### config.mk
export PLATFORM = sky130hd
export DESIGN_NAME = seq_chk_cnt
export DESIGN_NICKNAME = d
export VERILOG_FILES = /design/src/rtl/seq_chk_cnt.sv
export SDC_FILE = /design/constraint.sdc
export NUM_CORES = 1
export LEC_CHECK = 0
export CORE_AREA = 2 2 39 41
export DETAILED_ROUTE_END_ITERATION = 16
export DIE_AREA = 0 0 41 43
export GPL_ROUTABILITY_DRIVEN = 0
export HOLD_SLACK_MARGIN = 0.05
export PLACE_DENSITY = 0.4
export SLEW_MARGIN = 10
export SYNTH_ARGS = -nofsm -noshare
export SYNTH_HDL_FRONTEND = slang
export SYNTH_SLANG_ARGS = --single-unit
### constraint.sdc
create_clock -name clk -period 1.7 [get_ports clk]
set_input_delay 0.17 -clock clk [delete_from_list [all_inputs] [get_ports clk]]
set_output_delay 0.17 -clock clk [all_outputs]
set_load 0.01 [all_outputs]
### src/rtl/seq_chk_cnt.sv
`default_nettype none
// ============================================================================
// Module   : seq_chk_cnt
// Purpose  : Saturating up-counter; clr zeroes the base, inc then adds one,
//            so clr+inc together loads 1.
// Revision : 1.0 - initial release
// ============================================================================
module seq_chk_cnt #(
  parameter int W = 4
) (
  input  wire logic         clk,
  input  wire logic         rst,
  input  wire logic         clr,
  input  wire logic         inc,
  output logic [W-1:0]      cnt
);

  logic [W-1:0] cnt_q;
  logic [W-1:0] cnt_d;
  logic [W-1:0] base;

  always_comb begin
    base  = clr ? '0 : cnt_q;
    cnt_d = base;
    if (inc && (base != {W{1'b1}})) cnt_d = base + 1'b1;
  end

  always_ff @(posedge clk or negedge rst) begin
    if (!rst) cnt_q <= '0;
    else      cnt_q <= cnt_d;
  end

  assign cnt = cnt_q;

endmodule
`default_nettype wire

==> impl_metrics.py <==
metrics = {
    "placed_design": {
        "placed_cell_area_um2": 343,
        "hpwlAfterDp_um": 383,
        "port_buffers": 7,
    },
    "sta": {
        "finalHoldViolations": 0,
        "worstMarginPinSlew_ns": 0.186,
        "setup_viol": 0,
        "layout_min_cycle_time_ns": 1.47,
        "slew_headroom_pct": 87.6,
        "rsz0062_at_grt": "no",
        "fin_setup_tns_ns": 0,
        "drv_slew": 0,
        "fin_skew_ns": 0.00485,
        "post-route-period-util_pct": 86.3,
        "clock.fmax_mhz": 682,
    },
    "synth": {
        "async_reset_ff_share_pct": 100,
        "synth-edff-count": 0,
        "ys_types": 14,
        "yosysWarnings": 0,
        "netlist.area_leader.share_pct": 44.9,
        "synthCells": 19,
        "yosys-top-cells-area": "dfrtp_1 (45%), and2b_2 (7.9%), mux2_4 (6.7%)",
        "synthFlopType": "dfrtp_1",
        "synth_nets": 24,
        "ys_seq_area_share_pct": 44.9,
        "yosys-top-cells-count": "dfrtp_1 (4), and2b_2 (2), nand2_1 (2)",
        "synth_largest_area_cell": "dfrtp_1",
        "ys_ff_latch": 4,
        "syn_area_per_cell_um2": 11.7,
        "synth.most_common_cell": "dfrtp_1",
        "synth.cell_area_um2": 223,
    },
    "worst_setup_path": {
        "endpoint_kind": "flop",
        "cp-start-kind": "input pin",
        "crit_required_ns": 1.82,
        "path_class": "input pin to flop",
        "rr_worst_depth": 5,
        "reg2reg_to": "cnt[1]$_DFF_PN0_",
        "critPathMaxFanout": 4,
        "r2r-start": "cnt[1]$_DFF_PN0_",
        "cp_data_arrival_time_ns": 1.59,
        "r2r_slack_ns": 0.35,
    },
    "route": {
        "antenna_left": 0,
        "drt_wl_total_um": 494,
        "wl_per_cell_um": 10.1,
        "drc": 0,
        "dr_total_vias": 183,
        "first_pass_iters": 4,
        "drtIter0Drc": 3,
        "viasPerCell": 3.73,
    },
    "floorplan": {
        "start_util_pct": 16.1,
        "design.core.area_um2": 1380,
        "dieArea_um2": 1760,
        "die_h_um": 43,
        "die_w_um": 41,
        "placementRows": 14,
        "ioPinCount": 8,
    },
    "power": {
        "seqPwrFrac_pct": 37.2,
        "pwr_density_cell_nw_per_um2": 806,
        "cellLeakagePower_nw": 0.172,
        "p_comb_share_pct": 21.7,
        "p_int_uw": 225,
        "p_clk_share_pct": 41.1,
        "power_switching_uw": 69.5,
        "switching_share_pct": 23.6,
        "vdd_ir_drop_max_v": 0.000466,
    },
    "clock_tree": {
        "cts.sinks": 4,
        "cts_setup_buffers": 0,
        "hold_buffers": 0,
        "cts_made_buffers": 3,
        "cts_buffer_depth": 2,
        "cts_resized": 0,
        "htreeDepth": 1,
        "clkTransAtPathRegs_ns": 0.04,
        "clk_latency_ns": 0.24,
        "cts_tree": "done",
        "root_buffer": "clkbuf_4",
    },
    "status": {
        "status": "finished clean",
    },
    "global_routing": {
        "antenna_found_initial": 0,
        "grt_pass1_vias": 190,
        "grt_max_degree": 5,
        "grt-ovfl-total": 0,
        "track_usage_pct": 7.67,
        "grt_pass1_wl_um": 800,
    },
    "finish": {
        "final_nets": 40,
        "diodes": 0,
        "design_area_um2": 365,
        "final_util_pct": 26.4,
        "area_growth_pct": 64.0,
        "drive_gt1_share_pct": 39.4,
        "largest_reg_flops": 4,
    },
    "run": {
        "maxCapViolCount": 0,
    },
    "min_path": {
        "worstHoldPathType": "input pin to asynchronous set/reset pin",
    },
}
-- cells by family after synthesis --
group / share of synthesized area, %
AND/OR/NAND/NOR: 28.1
multiplexers: 11.2
XOR/XNOR: 3.93
flip-flops: 44.9
AO/OA/AOI/OAI: 6.18
adder cells (fa/ha/maj): 5.62
-- power by group through the flow --
| stage | Sequential, mW | Combinational (mW) | Clock [mW] |
|---|---|---|---|
| 2_1_floorplan | 0.114 | 0.0213 | 0 |
| 3_3_place_gp | 0.111 | 0.0643 | 0 |
| 3_5_place_dp | 0.111 | 0.0646 | 0 |
| 4_1_cts | 0.110 | 0.0655 | 0.127 |
| 5_1_grt | 0.111 | 0.0696 | 0.134 |
| 6_report | 0.109 | 0.0640 | 0.121 |
-- worst max path at each step --
stage                     start          endpoint  cells after the start  slack (ns)
3_3_place_gp                clr  cnt[1]$_DFF_PN0_                      6       -0.02
2_1_floorplan  cnt[0]$_DFF_PN0_  cnt[1]$_DFF_PN0_                      5        0.33
5_1_grt                     clr  cnt[1]$_DFF_PN0_                      6        0.17
6_report                    clr  cnt[1]$_DFF_PN0_                      6        0.23
3_5_place_dp                clr  cnt[1]$_DFF_PN0_                      6       -0.02
4_1_cts                     clr  cnt[1]$_DFF_PN0_                      6        0.22
-- per-stage QoR --
step / hold WS, ns / worst slack [ns] / std cells / total power [mW]
floorplan: -0.126 / 0.328 / 19 / 0.135
global placement: 0.389 / -0.0182 / 46 / 0.175
detailed placement: 0.391 / -0.0158 / 46 / 0.175
CTS: 0.135 / 0.224 / 49 / 0.303
global route: 0.150 / 0.170 / 49 / 0.314
finish: 0.134 / 0.233 / 49 / 0.294
-- layout by cell type, fill, tap and decap left out, drive strengths merged --
cell,instances
nand2,2
mux2,1
o21ai,1
clkbuf,3
and2b,2
xnor2,1
dfrtp,4
nor2,1
nor3,1
ha,1
nand2b,1
a21oi,1
clkdlybuf4s50,7
buf,4
mux2i,1
or2b,1
nand4,1
-- routing by layer --
metal	vias to the layer above	wire, µm	GRT usage (%)
met1	78	245	9.48
met4	0	9	4.00
met2	8	173	7.81
met5	-	0	0
met3	2	66	8.38
li1	95	-	-
-- worst max-delay path, stage by stage --
cell and delay (ns):
clkdlybuf4s50_1 0.52, and2b_2 0.24, ha_1 0.21, nand2_1 0.08, o21ai_2 0.07, mux2_4 0.30
-- final cells by class --
cell class	count	area, µm²
fill	146	1020
tap	16	20.0
clock buffer	3	22.5
multi-input combinational	15	123
timing repair buffer	11	100
sequential	4	100
Note: power is estimated with default switching activity, not from simulation.
==> RTL edit: new RTL, same settings <==
Put one more register stage on the output `cnt`, with the module's reset. The value now appears one clock later.
--- a/src/rtl/seq_chk_cnt.sv
+++ b/src/rtl/seq_chk_cnt.sv
@@ -30,7 +30,13 @@
     else      cnt_q <= cnt_d;
   end
 
-  assign cnt = cnt_q;
+  always_ff @(posedge clk or negedge rst) begin
+    if (!rst) begin
+      cnt <= '0;
+    end else begin
+      cnt <= cnt_q;
+    end
+  end
 
 endmodule
 `default_nettype wire
Check against the original RTL: not equivalent (a bounded check fails within 4 cycles, from zero or initial values and one cycle with rst low).
==> RTL edit against the unedited design <==
Power is 40% higher. Clock skew is 0.0037 ns lower. Die area stayed put. Register-to-register slack worse by 0.04 ns. Area after synthesis is 44% higher. Wire length rose by 7.1%. Worst setup slack worse by 0.022 ns. Via count rose by 16%. Sequential power is 96% higher. Design area rose by 21%. Sequential cell count is 4 higher. Critical path type unchanged. Largest cell class is now sequential cells. Highest routed layer unchanged.
==> RTL edit: results (changes against the unedited design) <==
Post-DR wirelength/cell -> 10.6 µm (+4.9%)
Worst VDD drop -> 0.000231 V (-50%)
Synth area leaders -> dfrtp_1 63%, and2b_2 5.5%, mux2_4 4.7%
Gr usage total -> 0.0881 (+0.0115)
Seq/Total Area, Yosys -> 0.625 (+0.176)
Post-synthesis cell count -> 23 (+4)
Largest net degree at the start of global routing -> 9 (+4)
Status -> complete, no violations
Worst R2R Start -> cnt_q[0]
Hold WS -> 0.194 ns (+0.0600 ns)
Tightest Pin Transition -> 0.347 ns (+0.161 ns)
Clock Skew -> 0.00119 ns (-0.00366 ns)
Synth cell count leaders -> 8 x dfrtp_1, 2 x and2b_2, 2 x nand2_1
Proportion of layout cells with a drive suffix above 1 -> 0.265 (-0.129)
Drt pass-1 iters -> 1 (-3)
Layout Cells excl Fill -> 50 (+2.0%)
Mapped Nets -> 28 (+17%)
Dpl cell area -> 418 µm² (+22%)
FILL cells -> 152 (+4.1%)
Leak Pwr -> 0.209 nW (+21%)
Fmax achieved -> 672 MHz (-1.5%)
R2r setup slk -> 0.31 ns (-0.04 ns)
Pre-CTS setup slack -> -0.0800 ns (-0.0642 ns)
Worst-path clk slew -> 0.05 ns
Reg2Reg Depth -> 5 (unchanged)
CTS root buffer -> clkbuf_4
First-pass GRT wire length -> 910 µm (+14%)
Crit path DAT -> 1.62 ns (+0.03 ns)
Vias after detailed routing -> 212 (+16%)
Vias in the first global route -> 240 (+26%)
Nets -> 41 (+2.5%)
## RTL edit: routing by layer
metal / up-vias / GRT usage / routed length, µm
li1: 102 / - / -
met1: 99 / 0.0762 / 193
met2: 9 / 0.125 / 284
met3: 2 / 0.0157 / 31
met4: 0 / 0.140 / 19
met5: - / 0 / 0
## RTL edit: cells by family after synthesis
logic type	Yosys count	share of synthesized area
AND/OR/NAND/NOR	9	0.188
XOR/XNOR	1	0.0273
multiplexers	2	0.0781
adder cells (fa/ha/maj)	1	0.0391
flip-flops	8	0.625
AO/OA/AOI/OAI	2	0.0430
## RTL edit: cell type report
type	count	area [µm²]	share of cell area
flip-flops and latches	8	200	0.455
multi-input cells	15	120	0.273
repair buffers	8	77.6	0.176
well taps	16	20.0	0.0455
clock buffers	3	22.5	0.0511
## RTL edit: where the power goes
group	internal, mW	switching (mW)	total [mW]	leakage (nW)
Combinational	0.0353	0.0213	0.0566	0.0898
Clock	0.0805	0.0596	0.140	0.0138
Sequential	0.207	0.00760	0.214	0.105
